==> config.mk <==
export PLATFORM = sky130hd
export DESIGN_NAME = rst_seq_ctrl_flat
export DESIGN_NICKNAME = d
export VERILOG_FILES = /design/src/rtl/rst_seq_ctrl_if.sv /design/src/rtl/rst_seq_ctrl.sv /design/src/flat_wrapper.sv
export SDC_FILE = /design/constraint.sdc
export NUM_CORES = 1
export LEC_CHECK = 0
export BUFFER_PORTS_ARGS = -buffer_cell sky130_fd_sc_hd__clkbuf_2
export CAP_MARGIN = 10
export CORE_MARGIN = 2
export CORE_UTILIZATION = 55
export DETAILED_ROUTE_END_ITERATION = 10
export PLACE_DENSITY_LB_ADDON = 0.05
export SLEW_MARGIN = 15
export SYNTH_ARGS = -nofsm -noshare
export SYNTH_HDL_FRONTEND = slang
export SYNTH_SLANG_ARGS = --single-unit
export TNS_END_PERCENT = 20
==> constraint.sdc <==
create_clock -name clk -period 2.15 [get_ports clk]
set_clock_uncertainty 0.1 [all_clocks]
set_input_delay 0.1075 -clock clk [delete_from_list [all_inputs] [get_ports clk]]
set_output_delay 0.1075 -clock clk [all_outputs]
set_load 0.02 [all_outputs]
==> src/rtl/rst_seq_ctrl_if.sv <==
// rst_seq_ctrl_if
//   Bundles the sequencer's status inputs and reset/status outputs.
//   slave  : seen by rst_seq_ctrl (takes lock/request/clear, drives resets and status)
//   master : seen by the controlling side (PLL wrapper / CSR block / testbench)
//   Signals:
//     pll_locked   PLL lock status, asynchronous to clk
//     sw_rst_req   software reset request pulse
//     clr_sts      clear sticky status flags pulse
//     mem_rst_n    memory domain reset request, active-low
//     axi_rst_n    AXI domain reset request, active-low
//     core_rst_n   core domain reset request, active-low
//     seq_done     all domains released
//     seq_state    current sequencer state
//     lock_lost    sticky lock-loss flag
//     lock_timeout sticky lock watchdog flag
interface rst_seq_ctrl_if;
  logic       pll_locked;
  logic       sw_rst_req;
  logic       clr_sts;
  logic       mem_rst_n;
  logic       axi_rst_n;
  logic       core_rst_n;
  logic       seq_done;
  logic [2:0] seq_state;
  logic       lock_lost;
  logic       lock_timeout;

  modport slave (
    input  pll_locked, sw_rst_req, clr_sts,
    output mem_rst_n, axi_rst_n, core_rst_n, seq_done, seq_state,
           lock_lost, lock_timeout
  );

  modport master (
    output pll_locked, sw_rst_req, clr_sts,
    input  mem_rst_n, axi_rst_n, core_rst_n, seq_done, seq_state,
           lock_lost, lock_timeout
  );
endinterface

==> src/rtl/rst_seq_ctrl.sv <==
// rst_seq_ctrl
//   Ordered reset-release sequencer: after PLL lock, releases the mem, AXI
//   and core domain resets one at a time, STAGE_DLY cycles apart. Lock loss
//   or a software request re-asserts every domain reset and holds them for
//   ASSERT_MIN cycles before waiting for lock again.
//   Optional lock watchdog enabled by defining RST_SEQ_WDT_EN; otherwise
//   lock_timeout is tied low.
//   Ports:
//     clk  sequencer clock (free-running reference)
//     rst  synchronous active-high reset
//     bus  rst_seq_ctrl_if.slave (lock/request/clear in, resets/status out)
//
//   state     | meaning
//   ----------+----------------------------------------------------
//   WAIT_LOCK | all domains in reset, waiting for synchronized lock
//   STG_MEM   | counting down to memory domain release
//   STG_AXI   | mem released, counting down to AXI release
//   STG_CORE  | mem+AXI released, counting down to core release
//   RUN       | all domains released, seq_done high
//   HOLD      | abort taken, all resets held for ASSERT_MIN cycles
module rst_seq_ctrl #(
  parameter int STAGE_DLY  = 16,
  parameter int ASSERT_MIN = 8,
  parameter int WDT_CYC    = 1024
) (
  input  logic           clk,
  input  logic           rst,
  rst_seq_ctrl_if.slave  bus
);

  localparam int MAX_A = (STAGE_DLY > ASSERT_MIN) ? STAGE_DLY : ASSERT_MIN;
  localparam int MAX_V = (MAX_A > WDT_CYC) ? MAX_A : WDT_CYC;
  localparam int CW    = $clog2(MAX_V + 1);

  localparam logic [CW-1:0] STG_LAST  = CW'(STAGE_DLY - 1);
  localparam logic [CW-1:0] HOLD_LAST = CW'(ASSERT_MIN - 1);

  typedef enum logic [2:0] {
    WAIT_LOCK = 3'd0,
    STG_MEM   = 3'd1,
    STG_AXI   = 3'd2,
    STG_CORE  = 3'd3,
    RUN       = 3'd4,
    HOLD      = 3'd5
  } state_t;

  state_t        state_q, state_d;
  logic [CW-1:0] cnt_q, cnt_d;
  logic          sync1_q, lock_s;
  logic          mem_q, mem_d;
  logic          axi_q, axi_d;
  logic          core_q, core_d;
  logic          done_q, done_d;
  logic          lost_q, lost_d;
  logic          lost_set;

  always_ff @(posedge clk) begin
    if (rst) begin
      sync1_q <= 1'b0;
      lock_s  <= 1'b0;
      state_q <= WAIT_LOCK;
      cnt_q   <= '0;
      mem_q   <= 1'b0;
      axi_q   <= 1'b0;
      core_q  <= 1'b0;
      done_q  <= 1'b0;
      lost_q  <= 1'b0;
    end else begin
      sync1_q <= bus.pll_locked;
      lock_s  <= sync1_q;
      state_q <= state_d;
      cnt_q   <= cnt_d;
      mem_q   <= mem_d;
      axi_q   <= axi_d;
      core_q  <= core_d;
      done_q  <= done_d;
      lost_q  <= lost_d;
    end
  end

  always_comb begin
    state_d  = state_q;
    cnt_d    = cnt_q;
    mem_d    = mem_q;
    axi_d    = axi_q;
    core_d   = core_q;
    done_d   = done_q;
    lost_set = 1'b0;

    case (state_q)
      WAIT_LOCK: begin
        mem_d  = 1'b0;
        axi_d  = 1'b0;
        core_d = 1'b0;
        done_d = 1'b0;
        cnt_d  = '0;
        if (lock_s) state_d = STG_MEM;
      end

      STG_MEM, STG_AXI, STG_CORE, RUN: begin
        // Abort beats a stage release landing on the same edge.
        if (!lock_s || bus.sw_rst_req) begin
          lost_set = !lock_s;
          state_d  = HOLD;
          cnt_d    = '0;
          mem_d    = 1'b0;
          axi_d    = 1'b0;
          core_d   = 1'b0;
          done_d   = 1'b0;
        end else if (state_q != RUN) begin
          if (cnt_q == STG_LAST) begin
            cnt_d = '0;
            if (state_q == STG_MEM) begin
              mem_d   = 1'b1;
              state_d = STG_AXI;
            end else if (state_q == STG_AXI) begin
              axi_d   = 1'b1;
              state_d = STG_CORE;
            end else begin
              core_d  = 1'b1;
              done_d  = 1'b1;
              state_d = RUN;
            end
          end else begin
            cnt_d = cnt_q + 1'b1;
          end
        end
      end

      HOLD: begin
        mem_d  = 1'b0;
        axi_d  = 1'b0;
        core_d = 1'b0;
        done_d = 1'b0;
        if (cnt_q == HOLD_LAST) begin
          cnt_d   = '0;
          state_d = WAIT_LOCK;
        end else begin
          cnt_d = cnt_q + 1'b1;
        end
      end

      default: begin
        // Unused encodings: fall back to the safe, all-asserted path.
        state_d = HOLD;
        cnt_d   = '0;
        mem_d   = 1'b0;
        axi_d   = 1'b0;
        core_d  = 1'b0;
        done_d  = 1'b0;
      end
    endcase

    // Set wins over a coincident clear.
    lost_d = lost_set | (lost_q & ~bus.clr_sts);
  end

  assign bus.mem_rst_n  = mem_q;
  assign bus.axi_rst_n  = axi_q;
  assign bus.core_rst_n = core_q;
  assign bus.seq_done   = done_q;
  assign bus.seq_state  = state_q;
  assign bus.lock_lost  = lost_q;

`ifdef RST_SEQ_WDT_EN
  localparam logic [CW-1:0] WDT_TC   = CW'(WDT_CYC);
  localparam logic [CW-1:0] WDT_LAST = CW'(WDT_CYC - 1);

  logic [CW-1:0] wdt_q;
  logic          tmo_q;
  logic          in_wait;
  logic          wdt_hit;

  // Only cycles that stay in WAIT_LOCK count; leaving clears the count.
  assign in_wait = (state_q == WAIT_LOCK) && (state_d == WAIT_LOCK);
  assign wdt_hit = in_wait && (wdt_q == WDT_LAST);

  always_ff @(posedge clk) begin
    if (rst) begin
      wdt_q <= '0;
      tmo_q <= 1'b0;
    end else begin
      if (!in_wait)
        wdt_q <= '0;
      else if (wdt_q != WDT_TC)
        wdt_q <= wdt_q + 1'b1;

      // Fires once on reaching the limit; the saturated count does not re-set it.
      if (wdt_hit)
        tmo_q <= 1'b1;
      else if (bus.clr_sts)
        tmo_q <= 1'b0;
    end
  end

  assign bus.lock_timeout = tmo_q;
`else
  assign bus.lock_timeout = 1'b0;
`endif

endmodule

==> src/flat_wrapper.sv <==
// flat-port wrapper written by rule: the top's interface ports become plain ports
module rst_seq_ctrl_flat 
#(
  parameter int STAGE_DLY  = 16,
  parameter int ASSERT_MIN = 8,
  parameter int WDT_CYC    = 1024
)
  (clk, rst, bus_pll_locked, bus_sw_rst_req, bus_clr_sts, bus_mem_rst_n, bus_axi_rst_n, bus_core_rst_n, bus_seq_done, bus_seq_state, bus_lock_lost, bus_lock_timeout);
  rst_seq_ctrl_if bus_i ();
  input  logic clk;
  input  logic rst;
  input wire logic [$bits(bus_i.pll_locked)-1:0] bus_pll_locked;
  input wire logic [$bits(bus_i.sw_rst_req)-1:0] bus_sw_rst_req;
  input wire logic [$bits(bus_i.clr_sts)-1:0] bus_clr_sts;
  output wire logic [$bits(bus_i.mem_rst_n)-1:0] bus_mem_rst_n;
  output wire logic [$bits(bus_i.axi_rst_n)-1:0] bus_axi_rst_n;
  output wire logic [$bits(bus_i.core_rst_n)-1:0] bus_core_rst_n;
  output wire logic [$bits(bus_i.seq_done)-1:0] bus_seq_done;
  output wire logic [$bits(bus_i.seq_state)-1:0] bus_seq_state;
  output wire logic [$bits(bus_i.lock_lost)-1:0] bus_lock_lost;
  output wire logic [$bits(bus_i.lock_timeout)-1:0] bus_lock_timeout;
  assign bus_i.pll_locked = bus_pll_locked;
  assign bus_i.sw_rst_req = bus_sw_rst_req;
  assign bus_i.clr_sts = bus_clr_sts;
  assign bus_mem_rst_n = bus_i.mem_rst_n;
  assign bus_axi_rst_n = bus_i.axi_rst_n;
  assign bus_core_rst_n = bus_i.core_rst_n;
  assign bus_seq_done = bus_i.seq_done;
  assign bus_seq_state = bus_i.seq_state;
  assign bus_lock_lost = bus_i.lock_lost;
  assign bus_lock_timeout = bus_i.lock_timeout;
  rst_seq_ctrl #(.STAGE_DLY(STAGE_DLY), .ASSERT_MIN(ASSERT_MIN), .WDT_CYC(WDT_CYC)) u_core (.clk(clk), .rst(rst), .bus(bus_i));
endmodule
Word-level counts from Yosys, hierarchy flattened
Index checks and enable logic that the tools add are counted.
{"block": "word_totals", "reg_bits": 20, "inputBits": 5, "out_inout_bits": 9, "wordCells": 51}
{"block": "classes", "n_addsub": 1, "eq_ne": 12, "muxes": 15, "n_bitwise": 6, "reduce_logical": 9}
{"cell": "11-bit two-way mux", "n": 4}
{"cell": "11-bit one-hot mux with 2 select lines", "n": 1}
{"cell": "3-bit two-way mux", "n": 7}
{"cell": "4-bit AND reduction", "n": 3}
{"cell": "11-bit by 1-bit adder with 11-bit output, second input constant", "n": 1}
{"cell": "11-bit by 3-bit equality test with 1-bit output, second input constant", "n": 1}
{"cell": "11-bit by 4-bit equality test with 1-bit output, second input constant", "n": 1}
{"cell": "3-bit one-hot mux with 3 select lines", "n": 1}
{"cell": "3-bit by 2-bit equality test with 1-bit output, second input constant", "n": 2}
{"cell": "3-bit equality test, second input constant", "n": 2}
{"cell": "3-bit by 1-bit != test with 1-bit output, second input constant", "n": 2}
{"cell": "2-bit by 1-bit != test with 1-bit output, second input constant", "n": 2}
{"cell": "1-bit inverter", "n": 4}
{"cell": "4-bit OR reduction", "n": 1}
{"cell": "3-bit by 1-bit equality test with 1-bit output, second input constant", "n": 1}
{"cell": "3-bit logical NOT", "n": 1}
{"cell": "3-bit != test, second input constant", "n": 1}
{"cell": "3-bit AND reduction", "n": 1}
{"cell": "3-bit OR reduction", "n": 1}
{"cell": "1-bit two-way mux", "n": 2}
{"cell": "1-bit bitwise AND", "n": 1}
{"cell": "1-bit logical NOT", "n": 1}
{"cell": "1-bit logical OR", "n": 1}
{"cell": "1-bit bitwise OR", "n": 1}

Longest topological paths before layout
{"block": "depth", "word_depth": 7, "mapped_depth": 7, "depth_no_buf": 6}

Least setup slack after synthesis
OpenSTA, ideal clock, no wires.
{"block": "synth_timing", "kind": "flip-flop to flip-flop", "startpoint": "reg u_core.state_q[2] (netlist: u_core.bus.seq_state[2])", "endpoint": "reg u_core.cnt_q[2]", "setup_time_ps": 57, "t_arrival_ps": 1855, "t_required_ps": 1993, "setup_slack_ps": 138, "stages_incl_launch_ff": 6, "path_buffers": 1, "period_less_slack_ps": 2012, "cell_sequence": "dfxtp_1 -> buf_1 -> mux2i_1 -> or4b_2 -> o21ai_0 -> a21o_1"}
{"block": "synth_via", "elab_chain_len": 3, "elab_cells_between_ends": 9, "classes_between": "7 x eq/ne; 1 x mux; 1 x reduce/logical"}
{"item": "start: declaration", "line": "rst_seq_ctrl.sv:47", "source": "state_t state_q, state_d;"}
{"item": "start signal: assignment", "line": "rst_seq_ctrl.sv:71", "source": "state_q <= state_d;"}
{"item": "3-bit by 2-bit equality test with 1-bit output (tied with other cells)", "line": "rst_seq_ctrl.sv:90", "source": "case (state_q)"}
{"item": "4-bit OR reduction", "line": "rst_seq_ctrl.sv:90"}
{"item": "11-bit one-hot mux with 2 select lines / 3-bit by 1-bit != test with 1-bit output (equally long branches)"}
{"item": "end signal: assignment", "line": "rst_seq_ctrl.sv:72", "source": "cnt_q <= cnt_d;"}
{"item": "end: declaration", "line": "rst_seq_ctrl.sv:48", "source": "logic [CW-1:0] cnt_q, cnt_d;"}
Parallel ways exist; a longest one is shown, timed or not.
A chain may end at the register's enable or synchronous reset.

Worst setup path after layout
{"block": "layout_timing", "startpoint": "reg u_core.state_q[2] (netlist: u_core.bus.seq_state[2])", "endpoint": "reg u_core.state_q[1] (netlist: u_core.bus.seq_state[1])"}
{"block": "layout_via", "elab_chain_len": 7, "elab_cells_between_ends": 19, "classes_between": "10 x eq/ne; 6 x mux; 3 x reduce/logical"}
{"item": "3-bit by 2-bit equality test with 1-bit output", "line": "rst_seq_ctrl.sv:90, rst_seq_ctrl.sv:116"}
{"item": "3-bit two-way mux", "line": "rst_seq_ctrl.sv:116", "source": "end else if (state_q == STG_AXI) begin"}
{"item": "3-bit two-way mux", "line": "rst_seq_ctrl.sv:113", "source": "if (state_q == STG_MEM) begin"}
{"item": "3-bit two-way mux", "line": "rst_seq_ctrl.sv:111", "source": "if (cnt_q == STG_LAST) begin"}
{"item": "3-bit two-way mux", "line": "rst_seq_ctrl.sv:110", "source": "end else if (state_q != RUN) begin"}
{"item": "3-bit two-way mux", "line": "rst_seq_ctrl.sv:102", "source": "if (!lock_s || bus.sw_rst_req) begin"}
{"item": "3-bit one-hot mux with 3 select lines", "line": "rst_seq_ctrl.sv:90"}
Parallel ways exist; a longest one is shown, timed or not. The select of a mux whose other input is x is not followed.

==> results by group <==
Outcome
  • Status: finished, final reports clean

STA
  • Max-slew headroom: 0.644
  • Tightest Pin Transition: 532 ps
  • Final min period: 1970 ps
  • Crit share post-route: 0.917
  • Hold slack: 19.9 ps
  • Fin worst setup slack: 179 ps
  • Final setup vio count: 0
  • Slew Limit Fails: 0
  • RSZ-0062 raised after global routing: false
  • Hold Vio Cnt, Final: 0
  • Fmax: 0.507 GHz
  • Setup_tns: 0 ps

Clock tree
  • Clk_lat worst skew: 290 ps
  • Post-CTS setup buffers: 0
  • Sink Count: 20
  • Clock root cell: clkbuf_4
  • Reg clk slew, reported paths: 110 ps
  • Num CTS Buffers: 3
  • CTS tree: done
  • H-tree Lvls: 1
  • Max clock buf depth: 2

Worst setup path
  • Crit path required time: 2260 ps
  • Crit end category: flip-flop
  • WP data arrival: 2080 ps
  • Worst-path maximum fanout: 9
  • Startpoint Class: flip-flop
  • CP Class: flip-flop to flip-flop

Die
  • # rows: 15
  • Core Footprint: 1750 µm²
  • Ports: 14
  • Die area: 2240 µm²
  • Die W: 47.4 µm
  • Initial Util: 0.593
  • Die height: 47.4 µm

Global routing
  • Pin count of the biggest net entering global routing: 12
  • First-pass GRT wire length: 3260 µm
  • Initial antenna violation count: 0
  • Vias in the first global route: 819
  • Grt ovf: 0
  • Gr usage total: 0.206

Logic synthesis
  • Seq/Total Area, Yosys: 0.387
  • Fraction of registers with async set/reset: 0
  • Post-synth EDFFs: 0
  • Synth cell types: 41
  • Syn Std Cell Area: 1030 µm²
  • Post-Synthesis Cells: 121
  • Most frequent cell after synthesis: dfxtp_1
  • Top_reg_cell synth: dfxtp_1
  • Cell taking the most area after synthesis: dfxtp_1
  • Top cell type's share of synthesized area: 0.387
  • Register bit total from synthesis: 20
  • Post-synth top cells: dfxtp_1, nor2_1, nand2_1, a21oi_1, xor2_1
  • Mean Syn Cell Area: 8.55 µm²
  • Synth warnings: 0
  • Largest cells by area after synthesis: dfxtp_1, nor2_1, xor2_1
  • Syn nets: 127

Routing
  • Via density: 5.40
  • Total Wirelength: 1920 µm
  • Initial DRC Count: 11
  • Post-route DRC: 0
  • Detailed Routing Iterations Pass 1: 4
  • Routed length per instance: 12.0 µm
  • ANT nets after route: 0
  • Via count: 864

Power
  • Clock power frac: 0.309
  • Sw Share: 0.249
  • Sw Pwr: 0.000174 W
  • PwrDens: 600 nW/µm²
  • Sequential power share: 0.561
  • Pleak: 0.442 nW
  • P_int: 0.000523 W
  • Comb power frac: 0.130
  • Max rail drop VDD: 0.390 mV

Hold path
  • Hold Path Class: primary input to flip-flop

Placement
  • Port Buffers: 12
  • GP Congestion: 0.789
  • Pre-CTS setup slack: 194 ps
  • Post-DP HPWL: 1480 µm

Flow run
  • Max cap viols: 0

Final layout
  • # fillers: 169
  • Util after Layout: 0.666
  • Fraction of layout instances using a drive strength above 1: 0.222
  • Diodes inserted: 0
  • Area grow syn2layout: 12.3%
  • Fin nets: 142
-- path summary, 6_finish.rpt --
kind,slack [ps],start,end,cells past startpoint
max,180,u_core.bus.seq_state[2],u_core.bus.seq_state[1],5
min,20,rst,u_core.bus.lock_lost,2
max reg2reg,180,u_core.bus.seq_state[2],u_core.bus.seq_state[1],5
min reg2reg,350,u_core.sync1_q,u_core.lock_s,1
-- power by group through the flow --
stage / registers, W / logic (W) / clock network, W
after floorplan: 0.000404 / 0.0000596 / 0
after detailed placement: 0.000399 / 0.0000885 / 0
after global placement: 0.000399 / 0.0000866 / 0
final: 0.000391 / 0.0000908 / 0.000215
after global routing: 0.000394 / 0.000102 / 0.000237
after CTS: 0.000391 / 0.0000913 / 0.000225
-- cell families (layout without fill, tap and decap cells) --
| kind of cell | count (synthesis) | in the layout | synth area share |
|---|---|---|---|
| buf+inv | 11 | 25 | 0.0556 |
| fa+ha+maj | 1 | 1 | 0.0121 |
| xor+xnor | 9 | 9 | 0.0762 |
| other cells | 1 | 1 | 0.00362 |
| simple gates | 59 | 59 | 0.312 |
| flops | 20 | 20 | 0.387 |
| mux | 1 | 1 | 0.00967 |
| compound gates | 19 | 19 | 0.144 |
-- critical path, stage by stage (launching register included) --
cell,delay (ps)
dfxtp_1,550
nand3b_1,180
a2111oi_4,510
nand2_1,170
xnor2_1,150
nor4_1,210
-- area by class of cell --
class                   instances  area [µm²]  share of cell area
multi-input cells              90         577               0.496
flip-flops and latches         20         400               0.344
clock buffers                   4        36.3              0.0312
well taps                      25        31.3              0.0269
inverters                       4        15.0              0.0129
repair buffers                 17         103              0.0883
-- metal layers --
| metal | GRT usage | routed length (µm) | vias to the layer above |
|---|---|---|---|
| met4 | 0.106 | 22 | 0 |
| met5 | 0 | 0 | - |
| met2 | 0.351 | 1020 | 11 |
| li1 | - | - | 448 |
| met3 | 0.0346 | 42 | 4 |
| met1 | 0.247 | 838 | 401 |
-- stage by stage --
step / cells / cell area, µm² / total power (W)
after floorplan: 121 / 1030 / 0.000464
after global placement: 154 / 1110 / 0.000485
after detailed placement: 154 / 1110 / 0.000488
after CTS: 160 / 1160 / 0.000707
after global routing: 160 / 1160 / 0.000732
final: 160 / 1160 / 0.000697
-- layout by cell type, fill, tap and decap left out, drive strengths merged, types with 3 or more instances in the layout --
master	n
a21oi	6
nand2	8
nand3	3
nand4	5
nand2b	4
xnor2	3
and3	3
nor2	18
buf	3
nor3	4
xor2	6
o21ai	3
nor2b	3
inv	4
clkbuf	16
dfxtp	20
-- registers in the layout, summed over array words and instances, names as in the netlist --
name,flops
u_core.bus.lock_lost,1
u_core.bus.core_rst_n,1
u_core.bus.mem_rst_n,1
u_core.cnt_q,11
u_core.bus.seq_state,3
u_core.bus.axi_rst_n,1
u_core.sync1_q,1
u_core.lock_s,1
-- repair_timing --
action	in CTS	in global routing
resized for setup	0	0
hold buffers	2	0
hold endpoints to repair	2	0
(Power assumes the default switching activity.)
